`config.mk`:
```
export PLATFORM = sky130hd
export DESIGN_NAME = register_rename_stage
export DESIGN_NICKNAME = d
export VERILOG_FILES = /design/src/rtl/register_rename_stage.sv
export SDC_FILE = /design/constraint.sdc
export NUM_CORES = 1
export LEC_CHECK = 0
export BUFFER_PORTS_ARGS = -buffer_cell sky130_fd_sc_hd__clkbuf_2
export CORE_MARGIN = 2
export CORE_UTILIZATION = 57
export DETAILED_ROUTE_END_ITERATION = 6
export GPL_TIMING_DRIVEN = 0
export PLACE_DENSITY = 0.81
export SLEW_MARGIN = 20
export SYNTH_ARGS = -nofsm -noshare
export SYNTH_HDL_FRONTEND = slang
export SYNTH_SLANG_ARGS = --single-unit
```
`constraint.sdc`:
```
create_clock -name clk -period 3.45 [get_ports clk]
set_input_delay 0.1725 -clock clk [delete_from_list [all_inputs] [get_ports clk]]
set_output_delay 0.1725 -clock clk [all_outputs]
set_load 0.1 [all_outputs]
```
`src/rtl/register_rename_stage.sv`:
```
// Register rename stage: 32-entry RAT plus circular free list of PHYS_REGS-32 physical registers.
// Optional macro RENAME_X0_BYPASS_EN: in_rd==0 never allocates and keeps RAT[0] fixed.
module register_rename_stage #(
    parameter int PHYS_REGS = 64,
    localparam int PW = $clog2(PHYS_REGS)
) (
    input  logic          clk,
    input  logic          reset,
    input  logic          in_valid,
    output logic          in_ready,
    input  logic [4:0]    in_rs1,
    input  logic [4:0]    in_rs2,
    input  logic [4:0]    in_rd,
    input  logic          in_rd_wen,
    output logic          out_valid,
    input  logic          out_ready,
    output logic [PW-1:0] out_prs1,
    output logic [PW-1:0] out_prs2,
    output logic [PW-1:0] out_prd,
    output logic [PW-1:0] out_old_prd,
    output logic          out_rd_wen,
    input  logic          free_valid,
    input  logic [PW-1:0] free_preg,
    output logic [PW-1:0] free_count
);

    localparam int DEPTH = PHYS_REGS - 32;
    localparam int PTRW  = (DEPTH > 1) ? $clog2(DEPTH) : 1;
    localparam logic [PW-1:0]   DEPTH_C = PW'(DEPTH);
    localparam logic [PTRW-1:0] LAST_C  = PTRW'(DEPTH - 1);

    logic [PW-1:0]   r_rat [32];
    logic [PW-1:0]   r_fl  [DEPTH];
    logic [PTRW-1:0] r_head;
    logic [PTRW-1:0] r_tail;
    logic [PW-1:0]   r_count;

    logic            r_out_valid;
    logic [PW-1:0]   r_out_prs1;
    logic [PW-1:0]   r_out_prs2;
    logic [PW-1:0]   r_out_prd;
    logic [PW-1:0]   r_out_old_prd;
    logic            r_out_rd_wen;

    logic            w_alloc_needed;
    logic            w_out_load;
    logic            w_accept;
    logic            w_alloc;
    logic            w_push;
    logic [PW-1:0]   w_head_preg;

    function automatic logic [PTRW-1:0] ptr_inc(input logic [PTRW-1:0] p);
        return (p == LAST_C) ? '0 : p + 1'b1;
    endfunction

`ifdef RENAME_X0_BYPASS_EN
    assign w_alloc_needed = in_rd_wen && (in_rd != 5'd0);
`else
    assign w_alloc_needed = in_rd_wen;
`endif

    assign w_out_load  = !r_out_valid || out_ready;
    assign in_ready    = w_out_load && (!w_alloc_needed || (r_count != '0));
    assign w_accept    = in_valid && in_ready;
    assign w_alloc     = w_accept && w_alloc_needed;
    // A full list only takes a returned register when an allocation frees a slot the same edge.
    assign w_push      = free_valid && ((r_count != DEPTH_C) || w_alloc);
    assign w_head_preg = r_fl[r_head];

    always_ff @(posedge clk) begin
        if (reset) begin
            for (int i = 0; i < 32; i++) begin
                r_rat[i] <= PW'(i);
            end
            for (int i = 0; i < DEPTH; i++) begin
                r_fl[i] <= PW'(32 + i);
            end
            r_head  <= '0;
            r_tail  <= '0;
            r_count <= DEPTH_C;
        end else begin
            if (w_alloc) begin
                r_rat[in_rd] <= w_head_preg;
                r_head       <= ptr_inc(r_head);
            end
            if (w_push) begin
                r_fl[r_tail] <= free_preg;
                r_tail       <= ptr_inc(r_tail);
            end
            case ({w_alloc, w_push})
                2'b10:   r_count <= r_count - 1'b1;
                2'b01:   r_count <= r_count + 1'b1;
                default: r_count <= r_count;
            endcase
        end
    end

    // Output register stage: sources read from the RAT before this instruction's own update.
    always_ff @(posedge clk) begin
        if (reset) begin
            r_out_valid   <= 1'b0;
            r_out_prs1    <= '0;
            r_out_prs2    <= '0;
            r_out_prd     <= '0;
            r_out_old_prd <= '0;
            r_out_rd_wen  <= 1'b0;
        end else if (w_out_load) begin
            r_out_valid <= w_accept;
            if (w_accept) begin
                r_out_prs1    <= r_rat[in_rs1];
                r_out_prs2    <= r_rat[in_rs2];
                r_out_prd     <= w_alloc ? w_head_preg : '0;
                r_out_old_prd <= r_rat[in_rd];
                r_out_rd_wen  <= w_alloc_needed;
            end
        end
    end

    assign out_valid   = r_out_valid;
    assign out_prs1    = r_out_prs1;
    assign out_prs2    = r_out_prs2;
    assign out_prd     = r_out_prd;
    assign out_old_prd = r_out_old_prd;
    assign out_rd_wen  = r_out_rd_wen;
    assign free_count  = r_count;

endmodule

```
==> out/metrics.yaml, run 1 <==
setup_path:
  critPathRequiredTime_ns: 3.71
  critPathMaxFanout: 10
  cp_top_family: "simple AND/OR/NAND/NOR gates"
  path_depth: 7
  worstPathCellList: "nand2b_1 -> clkbuf_1 -> nand4_1 -> nor4b_4 -> buf_2 -> nand2_1 -> nand2_1"
  critical_path.max_stage_delay_ns: 0.74
  crit_top_cell: "nand2_1"
  cp_num_buf_inv: 2
  cp-start-kind: "flip-flop"
  end_kind: "flip-flop"
  r2r_end: "r_rat[26][5]"
  endpoint: "r_rat[26][5]"
  crit_type: "flip-flop to flip-flop"
  cp_slowest_cell: "nor4b_4"
  worst_ep_arrival_time_ns: 3.60
  reg2reg_slack_ns: 0.11
  rr_worst_depth: 7
  critPathLaunch: "out_valid"
  r2r-start: "out_valid"
synthesis:
  avgSynthCellArea_um2: 13.01
  async_flop_share_pct: 0
  synth_flop_cell: "edfxtp_1"
  postSynthCellCount: 1748
  syn-cell-area_um2: 22750
  synth_edf_count: 384
  ys_warn_count: 0
  ys_seq_elements: 431
  ys_types: 70
  yosysSeqAreaShare_pct: 54.83
  syn-num-nets: 1788
clock_network:
  clock_latency_ns: 0.59
  root_buffer: "clkbuf_16"
  cts_tree: "yes"
  clockBufferDepth: 3
  cts_sinks: 431
  cts_buffers: 46
  clk_pin_slew_worst_paths_ns: 0.06
  cts_max_level: 2
timing:
  hold_viol: 0
  slew_violations: 0
  clock.fmax_ghz: 0.2990
  rsz0062_at_grt: "yes"
  finClkSkew_ns: 0.01280
  post-route-period-util_pct: 96.94
  final-setup-viol-count: 0
  max_slew.worst_pin.slew_ns: 1.270
  finalWorstPathRequiredPeriod_ns: 3.345
  maxSlewHeadroom_pct: 15.32
  fin_hold_ws_ns: 0.01032
grt:
  use_met1_pct: 45.52
  grt_use_met3_pct: 8.949
  grt_max_degree: 15
  overflow: 0
  grt_pass1_vias: 16800
  grt-busiest-layer: "met2"
  use_met2_pct: 60.23
  grtUsageTotal_pct: 38.13
  antenna_found_initial: 2
  grt_pass1_wl_um: 111600
cells_and_area:
  mostFrequentLayoutCell: "edfxtp_1"
  areaGrowthSynthToFinish_pct: 11.47
  layout_common_cells: "384 x edfxtp_1, 212 x nand2_1, 206 x nor2_1"
  drive_above_1_share_pct: 21.72
  instances_no_fill: 2423
  nets: 1899
  design_area_um2: 25360
floorplan:
  num_io_pins: 60
  dieArea_um2: 41520
  coreArea_um2: 39550
  die_h_um: 203.8
  chipWidth_um: 203.8
  rows: 73
  initial_core_util_pct: 57.52
placement:
  numPortBuffers: 52
  hpwl_um: 56540
  placed_cell_area_um2: 23710
  routabilityCongestion: 1.037
  dp_cells: 2326
pwr:
  power_density_nw_per_um2: 544.4
  total_power_mw: 13.80
  p_leak_nw: 7.968
  irDropWorstVdd_mv: 0.4819
drt:
  wl_per_cell_um: 32.10
  drc: 0
  wl_um: 77790
  ant_nets: 0
  drt-vias-per-instance: 7.140
  dr.pass1.iters: 6
  num_vias: 17300
  drt_iter0_markers: 2921
min_path:
  hold_path.class: "primary input to flip-flop"
run:
  maxCapViolations: 0
run_status:
  outcome: "complete, no violations"
[layout make-up]
cell class              instances  area [um2]
fillers                      2864       14190
flip-flops and latches        431       12480
multi-input cells            1132        9339
clock buffers                  54        1252
plain buffers                 167       905.9
well taps                     525       656.9
repair buffers                 63       356.6
clock inverters                32       292.8
inverters                      18       67.56
diodes                          1       2.502
[cell usage after synthesis (all sizes together), types with 5 or more instances]
library cell / n / area (um2)
a221o: 5 / 50.05
a221oi: 19 / 166.4
nor2: 206 / 773.2
a22oi: 17 / 127.6
nand2: 212 / 795.8
a21oi: 43 / 215.2
nor3b: 5 / 37.54
and2: 12 / 75.07
a31oi: 9 / 56.30
mux2i: 81 / 810.8
o21ai: 38 / 201.5
or3: 20 / 125.1
nor3: 33 / 170.2
edfxtp: 384 / 11530
o2bb2ai: 6 / 52.55
nor2b: 7 / 43.79
mux4: 170 / 3859
nand3: 122 / 655.6
dfxtp: 47 / 940.9
and3: 9 / 56.30
buf: 73 / 550.5
ha: 12 / 150.1
or2: 19 / 118.9
a22o: 12 / 105.1
clkbuf: 94 / 352.8
inv: 15 / 56.30
nand2b: 11 / 68.82
[cell families (layout without fill, tap and decap cells)]
family	Yosys count	after routing	synth area share, %
other	0	1	0
AO/OA/AOI/OAI	184	184	5.693
flip-flops	431	431	54.83
multiplexers	251	251	20.53
XOR/XNOR	4	4	0.1540
AND/OR/NAND/NOR	680	680	13.78
adder cells (fa/ha/maj)	13	13	0.7480
buffers and inverters	185	334	4.268
[worst min-delay path: cells and delay by family]
kind                   cells  cell delay, ns
and+or+nand+nor            2            0.16
buffers and inverters      1            0.16
AOI/OAI and AO/OA          1            0.06
[per-layer routing]
layer	share of wire (%)	routed length [um]
met2	46	35760
met5	0	0
met1	31	24310
met4	9.5	7411
met3	13	10300
[flip-flops by register name (all words and copies together) (netlist names), named ones only]
signal and cells:
free_count 6, out_old_prd 6, out_prd 6, out_prs1 6, out_prs2 6, out_rd_wen 1
out_valid 1, r_fl 192, r_head 5, r_rat 192, r_tail 5
[where the power goes]
group / internal [mW] / switching [mW]
Sequential: 5.85 / 0.148
Clock: 2.91 / 2.19
Combinational: 0.786 / 1.91
Total: 9.55 / 4.25
[through the flow]
stage	TNS, ns	utilization, %	setup WS (ns)
2_1_floorplan	0	-	0.04043
3_3_place_gp	-22.53	59.87	-0.5186
3_5_place_dp	-14.96	59.94	-0.6414
4_1_cts	0	63.99	0.07348
5_1_grt	-0.008930	64.11	-0.008930
6_report	0	64.11	0.1054
[worst min path at each step]
| stage | start | endpoint | slack (ns) | cells past startpoint |
|---|---|---|---|---|
| final | in_rs1[4] | out_prs1[3] | 0.01 | 4 |
| after global routing | in_rs1[4] | out_prs1[1] | 0.03 | 3 |
| after CTS | in_rs1[4] | out_prs1[1] | 0.003 | 3 |
| after detailed placement | out_prs1[3] | out_prs1[3] | 0.45 | 2 |
| after global placement | out_prs1[3] | out_prs1[3] | 0.45 | 2 |
| after floorplan | free_preg[5] | r_fl[0][5] | 0.35 | 1 |
[timing repair]
action	4_1_cts	5_1_grt
pin swaps	1	4
hold buffers	4	0
endpoints found under the setup margin	49	32
endpoints found under the hold margin	8	0
resized for setup	5	1
buffers inserted	1	5
No activity file was read; power rests on OpenSTA's default activity.
==> run 2, diff against run 1 <==
- CORE_UTILIZATION: 57 -> 60
- clock period: 3.45 -> 3.41 ns (I/O delays scaled with it)
==> out/metrics.yaml, run 2 (synthesis results as in run 1) <==
clock_network:
  clockBufferDepth: 3
  cts_max_level: 2
  clk_pin_slew_worst_paths_ns: 0.06
  clock_latency_ns: 0.59
  root_buffer: "clkbuf_16"
  cts_sinks: 431
  cts_tree: "yes"
  cts_buffers: 46
timing:
  maxSlewHeadroom_pct: 11.58
  max_slew.worst_pin.slew_ns: 1.326
  finClkSkew_ns: 0.01829
  finalWorstPathRequiredPeriod_ns: 3.283
  post-route-period-util_pct: 96.28
  fin_ws_ns: 0.1269
  hold_viol: 0
  rsz0062_at_grt: "no"
  clock.fmax_ghz: 0.3046
  final-setup-viol-count: 0
  slew_violations: 0
setup_path:
  end_kind: "flip-flop"
  critPathRequiredTime_ns: 3.67
  critPathMaxFanout: 10
  crit_type: "flip-flop to flip-flop"
  cp-start-kind: "flip-flop"
  worst_ep_arrival_time_ns: 3.54
pwr:
  irDropWorstVdd_mv: 0.4412
  total_power_mw: 14.41
  p_leak_nw: 8.039
  power_density_nw_per_um2: 565.6
cells_and_area:
  utilization_pct: 67.96
  areaGrowthSynthToFinish_pct: 11.99
  instances_no_fill: 2408
  mostFrequentLayoutCell: "edfxtp_1"
  biggestRegsByFlops: "r_fl x192, r_rat x192"
  drive_above_1_share_pct: 21.68
  layout_common_cells: "384 x edfxtp_1, 212 x nand2_1, 206 x nor2_1"
  nets: 1900
placement:
  numPortBuffers: 52
  routabilityCongestion: 1.069
  pre_cts_ws_ns: -0.1872
  dp_cells: 2312
  hpwl_um: 56000
grt:
  grt_pass1_wl_um: 109700
  grt_pass1_vias: 16490
  overflow: 0
  antenna_found_initial: 3
  grtUsageTotal_pct: 39.92
  grt_max_degree: 15
drt:
  wl_per_cell_um: 31.90
  drc: 0
  drt-vias-per-instance: 7.136
  wl_um: 76820
  num_vias: 17180
  drt_iter0_markers: 2939
  ant_nets: 0
  dr.pass1.iters: 6
floorplan:
  rows: 71
  dieArea_um2: 39490
  num_io_pins: 60
  chipWidth_um: 198.7
  coreArea_um2: 37490
  initial_core_util_pct: 60.68
  die_h_um: 198.7
run_status:
  outcome: "complete, no violations"
min_path:
  hold_path.class: "primary input to flip-flop"
run:
  maxCapViolations: 0
[run 2: critical path, stage by stage (launching register included)]
cell,delay [ns]
dfxtp_2,0.32
nand2b_1,0.06
clkbuf_1,0.25
nand4_1,0.60
nor4b_4,0.73
buf_6,0.23
clkbuf_4,0.31
nand2_1,0.17
nand2_1,0.27
[run 2: worst paths after layout]
path / startpoint / end / slack (ns) / depth (start not counted)
max: out_valid / r_rat[25][5] / 0.13 / 8
min: in_rd_wen / r_head[4] / 0.03 / 3
max reg2reg: out_valid / r_rat[25][5] / 0.13 / 8
min reg2reg: out_prs1[3] / out_prs1[3] / 0.46 / 2
[run 2: final cells by class]
type	count	area (um2)
Tap cell	511	639.4
Multi-Input combinational cell	1132	9336
Antenna cell	1	2.502
Clock inverter	32	436.7
Buffer	167	908.4
Timing Repair Buffer	64	364.1
Sequential cell	431	12480
Clock buffer	52	1237
Inverter	18	67.56
Fill cell	2628	12010
[run 2: layer usage]
layer	up-vias	track usage, %	wire length (um)
met5	-	0	12
li1	6927	-	-
met1	8328	47.74	24530
met2	1539	64.44	36080
met3	387	10.63	10010
met4	2	25.82	6185
[run 2: metrics by stage]
stage | instance area (um2) | hold WS [ns] | setup TNS [ns]
2_1_floorplan | 22760 | 0.3499 | 0
3_3_place_gp | 23660 | 0.4465 | -20.82
3_5_place_dp | 23690 | 0.4517 | -6.601
4_1_cts | 25410 | 0.01254 | 0
5_1_grt | 25470 | 0.05902 | 0
6_report | 25480 | 0.02652 | 0
[run 2: timing repair]
action	4_1_cts	5_1_grt
hold endpoints to repair	6	0
setup buffers	1	6
gates resized for setup	3	3
setup endpoints to repair	13	25
hold buffers	4	0
pin swaps	1	2
[run 2: power by group]
part	switching, mW	total [mW]	leakage [nW]	internal, mW
clock network	2.18	5.61	0.821	3.44
registers	0.156	6.08	3.68	5.92
logic	1.91	2.72	3.54	0.805
total	4.24	14.4	8.04	10.2
